==> config.mk <==
export PLATFORM = sky130hd
export DESIGN_NAME = display_nhex
export DESIGN_NICKNAME = d
export VERILOG_FILES = /design/src/rtl/display_nhex.sv
export SDC_FILE = /design/constraint.sdc
export NUM_CORES = 1
export LEC_CHECK = 0
export BUFFER_PORTS_ARGS = -buffer_cell sky130_fd_sc_hd__clkbuf_2
export CAP_MARGIN = 20
export CELL_PAD_IN_SITES_DETAIL_PLACEMENT = 0
export CELL_PAD_IN_SITES_GLOBAL_PLACEMENT = 1
export CORE_AREA = 3 3 93 139
export DETAILED_ROUTE_END_ITERATION = 8
export DIE_AREA = 0 0 96 142
export GPL_TIMING_DRIVEN = 0
export HOLD_SLACK_MARGIN = 0.03
export PLACE_DENSITY_LB_ADDON = 0.15
export SYNTH_ARGS = -nofsm -noshare
export SYNTH_HDL_FRONTEND = slang
export SYNTH_SLANG_ARGS = --single-unit
==> constraint.sdc <==
create_clock -name clk_in -period 7.2 [get_ports clk_in]
set_clock_uncertainty 0.2 [all_clocks]
set_input_delay 0.72 -clock clk_in [delete_from_list [all_inputs] [get_ports clk_in]]
set_output_delay 0.72 -clock clk_in [all_outputs]
set_load 0.005 [all_outputs]
==> src/rtl/display_nhex.sv <==
// Multiplexed N-digit hex display driver with double-buffered frames.
// Define DISPLAY_NHEX_LZS_EN to enable leading-zero suppression.
module display_nhex #(
  parameter int NUM_DIGITS   = 8,
  parameter int DWELL_CYCLES = 8192
) (
  input  logic                    clk_in,
  input  logic                    rst_n_in,
  input  logic [4*NUM_DIGITS-1:0] data_in,
  input  logic [NUM_DIGITS-1:0]   dp_in,
  input  logic [NUM_DIGITS-1:0]   blank_in,
  input  logic                    valid_in,
  output logic                    ready_out,
  input  logic [3:0]              bright_in,
  output logic [6:0]              seg_out,
  output logic                    dp_out,
  output logic [NUM_DIGITS-1:0]   strobe_out,
  output logic                    frame_out
);

  localparam int CW = $clog2(DWELL_CYCLES);
  localparam int IW = (NUM_DIGITS > 1) ? $clog2(NUM_DIGITS) : 1;
  localparam int STEP = DWELL_CYCLES / 16;
  localparam logic [CW-1:0] CNT_MAX = CW'(DWELL_CYCLES - 1);
  localparam logic [IW-1:0] IDX_MAX = IW'(NUM_DIGITS - 1);

  logic [CW-1:0]             r_cnt;
  logic [IW-1:0]             r_idx;
  logic [4*NUM_DIGITS-1:0]   r_pend_data;
  logic [NUM_DIGITS-1:0]     r_pend_dp;
  logic [NUM_DIGITS-1:0]     r_pend_blank;
  logic                      r_pend_full;
  logic [4*NUM_DIGITS-1:0]   r_act_data;
  logic [NUM_DIGITS-1:0]     r_act_dp;
  logic [NUM_DIGITS-1:0]     r_act_blank;
  logic [6:0]                r_seg;
  logic                      r_dp;
  logic [NUM_DIGITS-1:0]     r_stb;
  logic                      r_frame;

  logic                      w_tc;
  logic                      w_wrap;
  logic                      w_xfer;
  logic                      w_cap;
  logic [CW:0]               w_thr;
  logic [IW-1:0]             w_pos;
  logic [3:0]                w_nib;
  logic                      w_blk;
  logic                      w_on;
  logic [6:0]                w_seg;
  logic                      w_dp;
  logic [NUM_DIGITS-1:0]     w_stb;
  logic [NUM_DIGITS-1:0]     w_lz;

  function automatic logic [6:0] hex7(input logic [3:0] n);
    logic [6:0] s;
    unique case (n)
      4'h0: s = 7'h40;
      4'h1: s = 7'h79;
      4'h2: s = 7'h24;
      4'h3: s = 7'h30;
      4'h4: s = 7'h19;
      4'h5: s = 7'h12;
      4'h6: s = 7'h02;
      4'h7: s = 7'h78;
      4'h8: s = 7'h00;
      4'h9: s = 7'h18;
      4'hA: s = 7'h08;
      4'hB: s = 7'h03;
      4'hC: s = 7'h27;
      4'hD: s = 7'h21;
      4'hE: s = 7'h06;
      4'hF: s = 7'h0E;
    endcase
    return s;
  endfunction

  assign w_tc   = (r_cnt == CNT_MAX);
  assign w_wrap = w_tc && (r_idx == IDX_MAX);
  assign w_xfer = w_wrap && r_pend_full;
  assign w_cap  = valid_in && !r_pend_full;
  assign ready_out = ~r_pend_full;

  // Dwell counter and digit index; index steps at each dwell terminal count
  always_ff @(posedge clk_in or negedge rst_n_in) begin
    if (!rst_n_in) begin
      r_cnt <= '0;
      r_idx <= '0;
    end else begin
      r_cnt <= w_tc ? '0 : r_cnt + 1'b1;
      if (w_tc)
        r_idx <= (r_idx == IDX_MAX) ? '0 : r_idx + 1'b1;
    end
  end

  // Pending buffer: filled by handshake, drained into active at frame wrap
  always_ff @(posedge clk_in or negedge rst_n_in) begin
    if (!rst_n_in) begin
      r_pend_full  <= 1'b0;
      r_pend_data  <= '0;
      r_pend_dp    <= '0;
      r_pend_blank <= '0;
    end else if (w_xfer) begin
      r_pend_full  <= 1'b0;
      r_pend_data  <= '0;
      r_pend_dp    <= '0;
      r_pend_blank <= '0;
    end else if (w_cap) begin
      r_pend_full  <= 1'b1;
      r_pend_data  <= data_in;
      r_pend_dp    <= dp_in;
      r_pend_blank <= blank_in;
    end
  end

  // Active buffer only changes at a frame boundary so frames never tear
  always_ff @(posedge clk_in or negedge rst_n_in) begin
    if (!rst_n_in) begin
      r_act_data  <= '0;
      r_act_dp    <= '0;
      r_act_blank <= '0;
    end else if (w_xfer) begin
      r_act_data  <= r_pend_data;
      r_act_dp    <= r_pend_dp;
      r_act_blank <= r_pend_blank;
    end
  end

`ifdef DISPLAY_NHEX_LZS_EN
  logic w_run;

  // Mark digits whose nibble and every nibble to the left are zero
  always_comb begin
    w_lz  = '0;
    w_run = 1'b1;
    for (int p = NUM_DIGITS - 1; p >= 1; p--) begin
      w_run   = w_run & (r_act_data[4*p +: 4] == 4'h0);
      w_lz[p] = w_run;
    end
  end
`else
  assign w_lz = '0;
`endif

  assign w_thr = (CW+1)'((int'(bright_in) + 1) * STEP);

  // Select the current digit and form next segment/strobe values
  always_comb begin
    w_pos = IDX_MAX - r_idx;
    w_nib = r_act_data[{w_pos, 2'b00} +: 4];
    w_blk = r_act_blank[w_pos] | w_lz[w_pos];
    w_on  = ({1'b0, r_cnt} < w_thr);
    w_seg = w_blk ? 7'h7F : hex7(w_nib);
    w_dp  = w_blk ? 1'b1 : ~r_act_dp[w_pos];
    w_stb = w_on ? ~(NUM_DIGITS'(1) << w_pos) : '1;
  end

  // Register display outputs and the frame pulse
  always_ff @(posedge clk_in or negedge rst_n_in) begin
    if (!rst_n_in) begin
      r_seg   <= 7'h7F;
      r_dp    <= 1'b1;
      r_stb   <= '1;
      r_frame <= 1'b0;
    end else begin
      r_seg   <= w_seg;
      r_dp    <= w_dp;
      r_stb   <= w_stb;
      r_frame <= w_wrap;
    end
  end

  assign seg_out    = r_seg;
  assign dp_out     = r_dp;
  assign strobe_out = r_stb;
  assign frame_out  = r_frame;

endmodule

* Word level (Yosys, flattened, before mapping)
Memories as Yosys holds them, arrays and structs flattened.
Index checks and enable logic that the tools add are counted.
Widths: inputs -> output; s select.
** Cells by class
- Bitwise gates (word level) :: 4
- Equal/unequal tests :: 2
- Shifts and indexed selects :: 2
- Add/sub/neg operators :: 4
- Multiplexer cells :: 18
- Reductions and logical operators :: 5
- Magnitude comparators :: 2
** Operators with widths (count)
- $mux 32 :: 2
- $mux 8 :: 5
- $shiftx 32x6->4 :: 1
- $lt 13x14->1 :: 1
- $add 13x1->13 const B :: 1
- $eq 13x13->1 const B :: 1
- $mux 13 :: 1
- $not 8->8 :: 1
- $shl 1x3->8 const A :: 1
- $mux 7 :: 1
- $bmux 1 s3 :: 2
- $mux 1 :: 6
- $add 4x1->5 const B :: 1
- $lt 3x4->1 const B :: 1
- $add 3x1->3 const B :: 1
- $eq 3x3->1 const B :: 1
- $logic_and 1x1->1 :: 3
- $mux 3 :: 1
- $sub 3x3->3 const A :: 1
- $not 1->1 :: 2
- $reduce_bool 2->1 :: 1
- $logic_not 1->1 :: 1
- $or 1x1->1 :: 1
** Storage, ports and cells
- Output and inout bits :: 18
- Register bits after elaboration :: 130
- Logic and storage cells :: 52
- Input port bits :: 55
- Bits in read-only memories :: 120
- Memories kept :: 2
** Memories
- (name not given) :: words 16, bits a word 7, rd ports 1, clocked after Yosys merged registers in 0, write ports 0, line 57 : unique case (n)
- (name not given) :: words 8, bits a word 1, rd ports 1, clocked after Yosys merged registers in 0, write ports 0, line 151 : w_blk = r_act_blank[w_pos] | w_lz[w_pos];

* Logic depth before layout (Yosys ltp)
Gate-level depths: netlist of the first run.
- Depth in word-level cells :: 5
- Depth in mapped cells :: 10
- Gate-level depth less buffers :: 8

* Worst setup path before layout of the first run
OpenSTA, ideal clock, no wires.
- Kind :: register to register
- From :: register r_idx[1]
- To :: register r_seg[3] (netlist: seg_out[3])
- Slack :: 4.659 ns
- Required time :: 6.908 ns
- Cell stages (with the launch flop) :: 10
- Arrival time :: 2.249 ns
- Buffers on the path :: 1
- Library setup time :: 0.092 ns
- Cells stage by stage :: dfrtp_1 > buf_2 > mux4_2 > mux2i_1 > inv_1 > ha_1 > inv_1 > nor3_1 > a2111oi_0 > o21ai_1
** On the way
- Cells in the longest elaborated chain, start to end :: 5
** RTL lines
- from (decl) :: line 28 : logic [IW-1:0] r_idx;
- from (signal assigned) :: line 92 : r_idx <= (r_idx == IDX_MAX) ? '0 : r_idx + 1'b1;
- $sub 3x3->3 (*) :: line 149 : w_pos = IDX_MAX - r_idx;
- parallel branches: the longest is 3 deep, another holds $mem_v2 16x7
- $mux 7 (*) :: line 153 : w_seg = w_blk ? 7'h7F : hex7(w_nib);
- named net w_seg[3] :: line 50 : logic [6:0] w_seg;
- to (signal assigned) :: line 166 : r_seg <= w_seg;
- to (decl) :: line 36 : logic [6:0] r_seg;
Mark *: on every way through the listed nets, which the timed path passes. The select of a mux whose other input is x is not followed.
A chain may end at the register's enable or synchronous reset.

* Worst setup path after layout of the first run
Same ends and word-level chain as after synthesis.

==> flow_summary.toml, run 1 <==
[yosys]
synth_ff_type = "dfrtp_1"
synthArstFlopShare = 1.000
synthesis.nets = 577
yosys_warnings = 0
syn_inst = 506
syn_area_mm2 = 0.005808
synth.distinct_cells = 44
ys_ff_latch = 130
synth_area_per_cell_um2 = 11.48
seq_area_frac_synth = 0.5636
synth_edf_count = 0

[sta]
period_share = 0.4380
setup_viol = 0
drv_slew = 0
holdWs_ps = 47.51
fmax_ghz = 0.3171
worstMarginPinSlew_ps = 524.1
tns_ps = 0
hold_viol = 0
maxSlewHeadroom = 0.6406
period_minus_slack_ps = 3153
rsz0062_at_grt = "false"

[die]
ios = 73
core_area_mm2 = 0.01196
die_w_um = 96
dieArea_mm2 = 0.01363
die_h_um = 142
start_util = 0.4858
row_count = 49

[cells_and_area]
layout-drive-gt1-share = 0.2684
diodes = 0
area_delta_synth_final_pct = 21.80
layout_common_cells = "nand2_1 (114), dfrtp_1 (114), clkbuf_2 (71), o21ai_0 (57), mux2_1 (30)"
final_nets = 669

[clock_tree]
cts_htree_levels = 4
clk_path_buf_depth = 2
cts_made_buffers = 17
postCtsSetupBuffers = 0
clock_sinks = 130
clk_pin_slew_ps = 60
cts_root_buffer = "clkbuf_16"
cts_tree = "built"
hold_buffers = 0
cts_resized = 0
clock_latency_ps = 410

[critical_path]
cp.required_ps = 7310
critPathSlowestCell = "mux2i_1"
path_cells = "buf_2 -> buf_2 -> mux4_2 -> mux2i_1 -> inv_1 -> ha_1 -> inv_1 -> nor3_1 -> a2111oi_0 -> o21ai_1"
ff2ff_setup_slack_ps = 4050
path_buf_inv = 4
critPathMaxFanout = 10
cp-end-kind = "flop"
crit_type = "flop to flop"
arrival_ps = 3270
cp-start-kind = "flop"
r2r-start = "r_idx[1]"
critical-path-top-delay-family = "multiplexers"
reg2reg_to = "seg_out[3]"
critPathMaxStageDelay_ps = 460
r2r_cells = 10

[detailed_routing]
vias_per_cell = 5.182
drtIter0Drc = 199
firstDrtPassIters = 4
ant_nets = 0
drcViolationCount = 0
vias = 3959
wl_per_cell_um = 16.02
wirelength_mm = 12.24

[placement]
hpwl_mm = 8.641
gp_congestion = 0.7986
io_buffers = 72

[global_route]
grt_pass1_wl_mm = 20.37
track_usage = 0.1988
grt_max_degree = 84
antenna_found_initial = 0
gr-total-overflow = 0
grt_pass1_vias = 4118

[outcome]
status = "complete, no violations"

[flow_run]
cap_violations = 0

[pwr]
cellPowerDensity_mw_per_mm2 = 257.3
max-vdd-ir-drop_mv = 0.1704
power_leakage_uw = 0.003426

[min_path]
hp-class = "input port to async pin"
-- registers in the layout, summed over array words and instances (netlist names) --
register / count
r_pend_data: 32
r_cnt: 13
r_pend_dp: 8
dp_out: 1
r_idx: 3
r_pend_blank: 8
r_act_blank: 8
frame_out: 1
r_act_dp: 8
seg_out: 7
strobe_out: 8
r_pend_full: 1
r_act_data: 32
-- how the worst max path moves through the flow --
| stage | start | to | cells past startpoint |
|---|---|---|---|
| floorplan | r_idx[1] | seg_out[3] | 9 |
| global placement | rst_n_in | r_pend_dp[7] | 1 |
| detailed placement | r_idx[1] | seg_out[3] | 10 |
| CTS | r_idx[1] | seg_out[3] | 10 |
| global route | r_idx[1] | seg_out[3] | 10 |
| finish | r_idx[1] | seg_out[3] | 10 |
-- cells in the mapped netlist (2+ instances only) --
cell type / number / area share
buf_12: 3 / 0.010
nand2_1: 114 / 0.074
o311ai_0: 2 / 0.0030
buf_2: 5 / 0.0043
and3_1: 2 / 0.0022
dfrtp_1: 114 / 0.49
nor3_1: 4 / 0.0034
a22oi_1: 2 / 0.0026
inv_1: 11 / 0.0071
mux4_2: 10 / 0.039
a21oi_1: 4 / 0.0034
mux2i_1: 6 / 0.010
buf_4: 3 / 0.0039
a21o_1: 2 / 0.0026
nor2b_1: 5 / 0.0054
nor2_1: 16 / 0.010
and2_1: 2 / 0.0022
clkbuf_1: 16 / 0.010
a22o_1: 2 / 0.0030
dfstp_2: 16 / 0.072
o21ai_0: 57 / 0.049
nand3_1: 13 / 0.011
o21ai_1: 3 / 0.0026
mux2_1: 30 / 0.058
mux2_2: 18 / 0.035
xnor2_1: 6 / 0.0090
o21a_1: 3 / 0.0039
xor2_1: 6 / 0.0090
ha_1: 16 / 0.034
-- power by group --
group	total [uW]	switching (uW)	internal (uW)	leakage [uW]
combinational	60.5	34.4	26.1	0.00143
sequential	781	17.5	764	0.00168
clock	978	302	677	0.000324
-- area by class of cell --
class	instances	area [um2]
inverter	12	45.04
clock inverter	9	200.2
buffer	28	182.7
clock buffer	23	478.0
timing repair buffer	73	396.6
multi-input combinational	336	2307
tap	153	191.4
fill	1063	4881
sequential	130	3273
-- logic make-up after synthesis --
kind of cell | share of synthesized area
compound gates | 0.07712
xor+xnor | 0.01810
fa+ha+maj | 0.03447
buf+inv | 0.03921
flops | 0.5636
mux | 0.1484
simple gates | 0.1191
-- per-layer routing --
layer | track usage | wire [um]
met2 | 0.3367 | 6563
met1 | 0.2411 | 4960
met5 | 0 | 0
met3 | 0.04339 | 390
met4 | 0.08471 | 323
-- metrics by stage --
| stage | area, um2 | total power [uW] | util | worst slack [ps] | cells |
|---|---|---|---|---|---|
| 5_1_grt | 7074 | 1886 | 0.5917 | 3820 | 764 |
| 6_report | 7074 | 1820 | 0.5917 | 4047 | 764 |
| 3_5_place_dp | 6396 | 856.0 | 0.5350 | 4060 | 732 |
| 3_3_place_gp | 6360 | 850.4 | 0.5320 | 3259 | 731 |
| 4_1_cts | 7074 | 1841 | 0.5917 | 4046 | 764 |
| 2_1_floorplan | 5808 | 811.6 | - | 4659 | 506 |
-- worst reg2reg max path, delay by kind of cell (launching register included) --
kind	cells	cell delay (ps)
compound gates	2	550
fa+ha+maj	1	220
buf+inv	4	800
flops	1	370
mux	2	850
simple gates	1	70
No activity file was read; power rests on OpenSTA's default activity.
==> run 2, diff against run 1 <==
- CORE_AREA: 3 3 93 139 -> 3 3 101 151
- DIE_AREA: 0 0 96 142 -> 0 0 104 154
- clock period: 7.2 -> 2.8 ns (I/O delays scaled with it)
==> run 2 against run 1 <==
  * Cell count is 12% higher
  * Wire length is 7.8% higher
  * Critical endpoint unchanged
  * Worst setup slack lost 3900 ps
  * Via count rose by 5.8%
  * Largest power group unchanged
  * Clock power increased by 130%
  * Sequential share of layout area down 3.4 points
==> flow_summary.toml, run 2 (synthesis gave the netlist of run 1 again) <==
[outcome]
status = "complete, no violations"

[die]
dieArea_mm2 = 0.01602
row_count = 53
ios = 73
die_w_um = 104
start_util = 0.4131
die_h_um = 154
core_area_mm2 = 0.01406

[global_route]
track_usage = 0.1760
grt_pass1_vias = 4349
antenna_found_initial = 0
grt_max_degree = 76
gr-total-overflow = 0
grt_pass1_wl_mm = 22.08

[cells_and_area]
fin_area_mm2 = 0.007644
layout-drive-gt1-share = 0.2609
final_nets = 725
layout_common_cells = "nand2_1 (114), dfrtp_1 (114), clkbuf_2 (72), o21ai_0 (57), dlygate4sd3_1 (50)"
area_delta_synth_final_pct = 31.60
fin_cells = 859
diodes = 0
largestRegisters = "r_act_data (32), r_pend_data (32), r_cnt (13)"

[sta]
rsz0062_at_grt = "false"
maxSlewHeadroom = 0.6245
fin_ws_ps = 175.9
drv_slew = 0
hold_viol = 0
tns_ps = 0
setup_viol = 0
fmax_ghz = 0.3811
period_share = 0.9372
worstMarginPinSlew_ps = 552.3
period_minus_slack_ps = 2624

[detailed_routing]
wirelength_mm = 13.20
drtIter0Drc = 134
vias = 4188
wl_per_cell_um = 15.36
firstDrtPassIters = 4
drcViolationCount = 0
vias_per_cell = 4.875
ant_nets = 0

[critical_path]
path_cells = "buf_6 -> mux4_2 -> mux2i_4 -> buf_4 -> ha_1 -> nand2_1 -> nor3_1 -> a2111oi_2 -> o21ai_1"
critPathMaxFanout = 6
critPathSlowestCell = "mux4_2"
cp-end-kind = "flop"
crit_type = "flop to flop"
arrival_ps = 2730
path_buf_inv = 2
cp-start-kind = "flop"
critical-path-top-delay-family = "multiplexers"
cp.required_ps = 2910
critPathMaxStageDelay_ps = 540
ff2ff_setup_slack_ps = 180

[clock_tree]
clock_latency_ps = 410
clk_pin_slew_ps = 60
clock_sinks = 130
clk_path_buf_depth = 2
cts_made_buffers = 17
cts_htree_levels = 4
cts_root_buffer = "clkbuf_16"
cts_tree = "built"

[pwr]
report.power.total_uw = 4456
max-vdd-ir-drop_mv = 0.3767
cellPowerDensity_mw_per_mm2 = 582.9
power_leakage_uw = 0.003625

[min_path]
hp-class = "input port to async pin"

[placement]
postPlaceCellArea_mm2 = 0.006445
place_inst = 771
io_buffers = 72
hpwl_mm = 9.127
gp_congestion = 0.7540
dp_slack_ps = -421.5

[flow_run]
cap_violations = 0
## run 2: worst register-to-register path, stage by stage (launching register included)
cell and delay, ps:
dfrtp_1 390, buf_6 150, mux4_2 540, mux2i_4 220, buf_4 160, ha_1 280, nand2_1 100, nor3_1 50
a2111oi_2 340, o21ai_1 90
## run 2: final timing paths
check / cells past startpoint / startpoint / to
max in group asynchronous: 3 / rst_n_in / dp_out
min reg2reg: 1 / r_act_data[7] / r_act_data[7]
min in group clk_in: 4 / bright_in[3] / strobe_out[4]
max reg2reg: 9 / r_idx[1] / seg_out[3]
max: 9 / r_idx[1] / seg_out[3]
min: 2 / rst_n_in / r_cnt[2]
## run 2: metal layers
| layer | track usage | vias up | wire [um] |
|---|---|---|---|
| li1 | - | 2020 | - |
| met1 | 0.2064 | 2069 | 5595 |
| met2 | 0.3129 | 79 | 6940 |
| met3 | 0.03948 | 20 | 347 |
| met5 | 0 | - | 0 |
| met4 | 0.06844 | 0 | 313 |
## run 2: final cells by class
cell class / instances / area [um2]
multi-input cells: 336 / 2338
flip-flops and latches: 130 / 3273
well taps: 192 / 240.2
plain buffers: 28 / 206.4
inverters: 12 / 45.04
repair buffers: 129 / 942.2
fillers: 1292 / 6415
clock buffers: 22 / 464.2
clock inverters: 10 / 133.9
## run 2: report_power, final
part	internal (uW)	total, uW	leakage [uW]	switching (uW)
registers	1960	2010	0.00168	44.5
clock network	1440	2240	0.000290	793
logic	112	212	0.00166	100
## run 2: metrics by stage
step | hold slack (ps) | utilization
after floorplan | -215.6 | -
after global placement | 263.3 | 0.4559
after detailed placement | 84.89 | 0.4584
after CTS | 170.8 | 0.5391
after global routing | 228.6 | 0.5437
final | 197.8 | 0.5437
## run 2: repair_timing
action / 4_1_cts / 5_1_grt
buffers inserted: 0 / 6
setup endpoints to repair: 6 / 1
hold buffers: 50 / 0
pin swaps: 0 / 1
gates cloned: 0 / 0
hold endpoints to repair: 104 / 0
gates resized for setup: 8 / 8
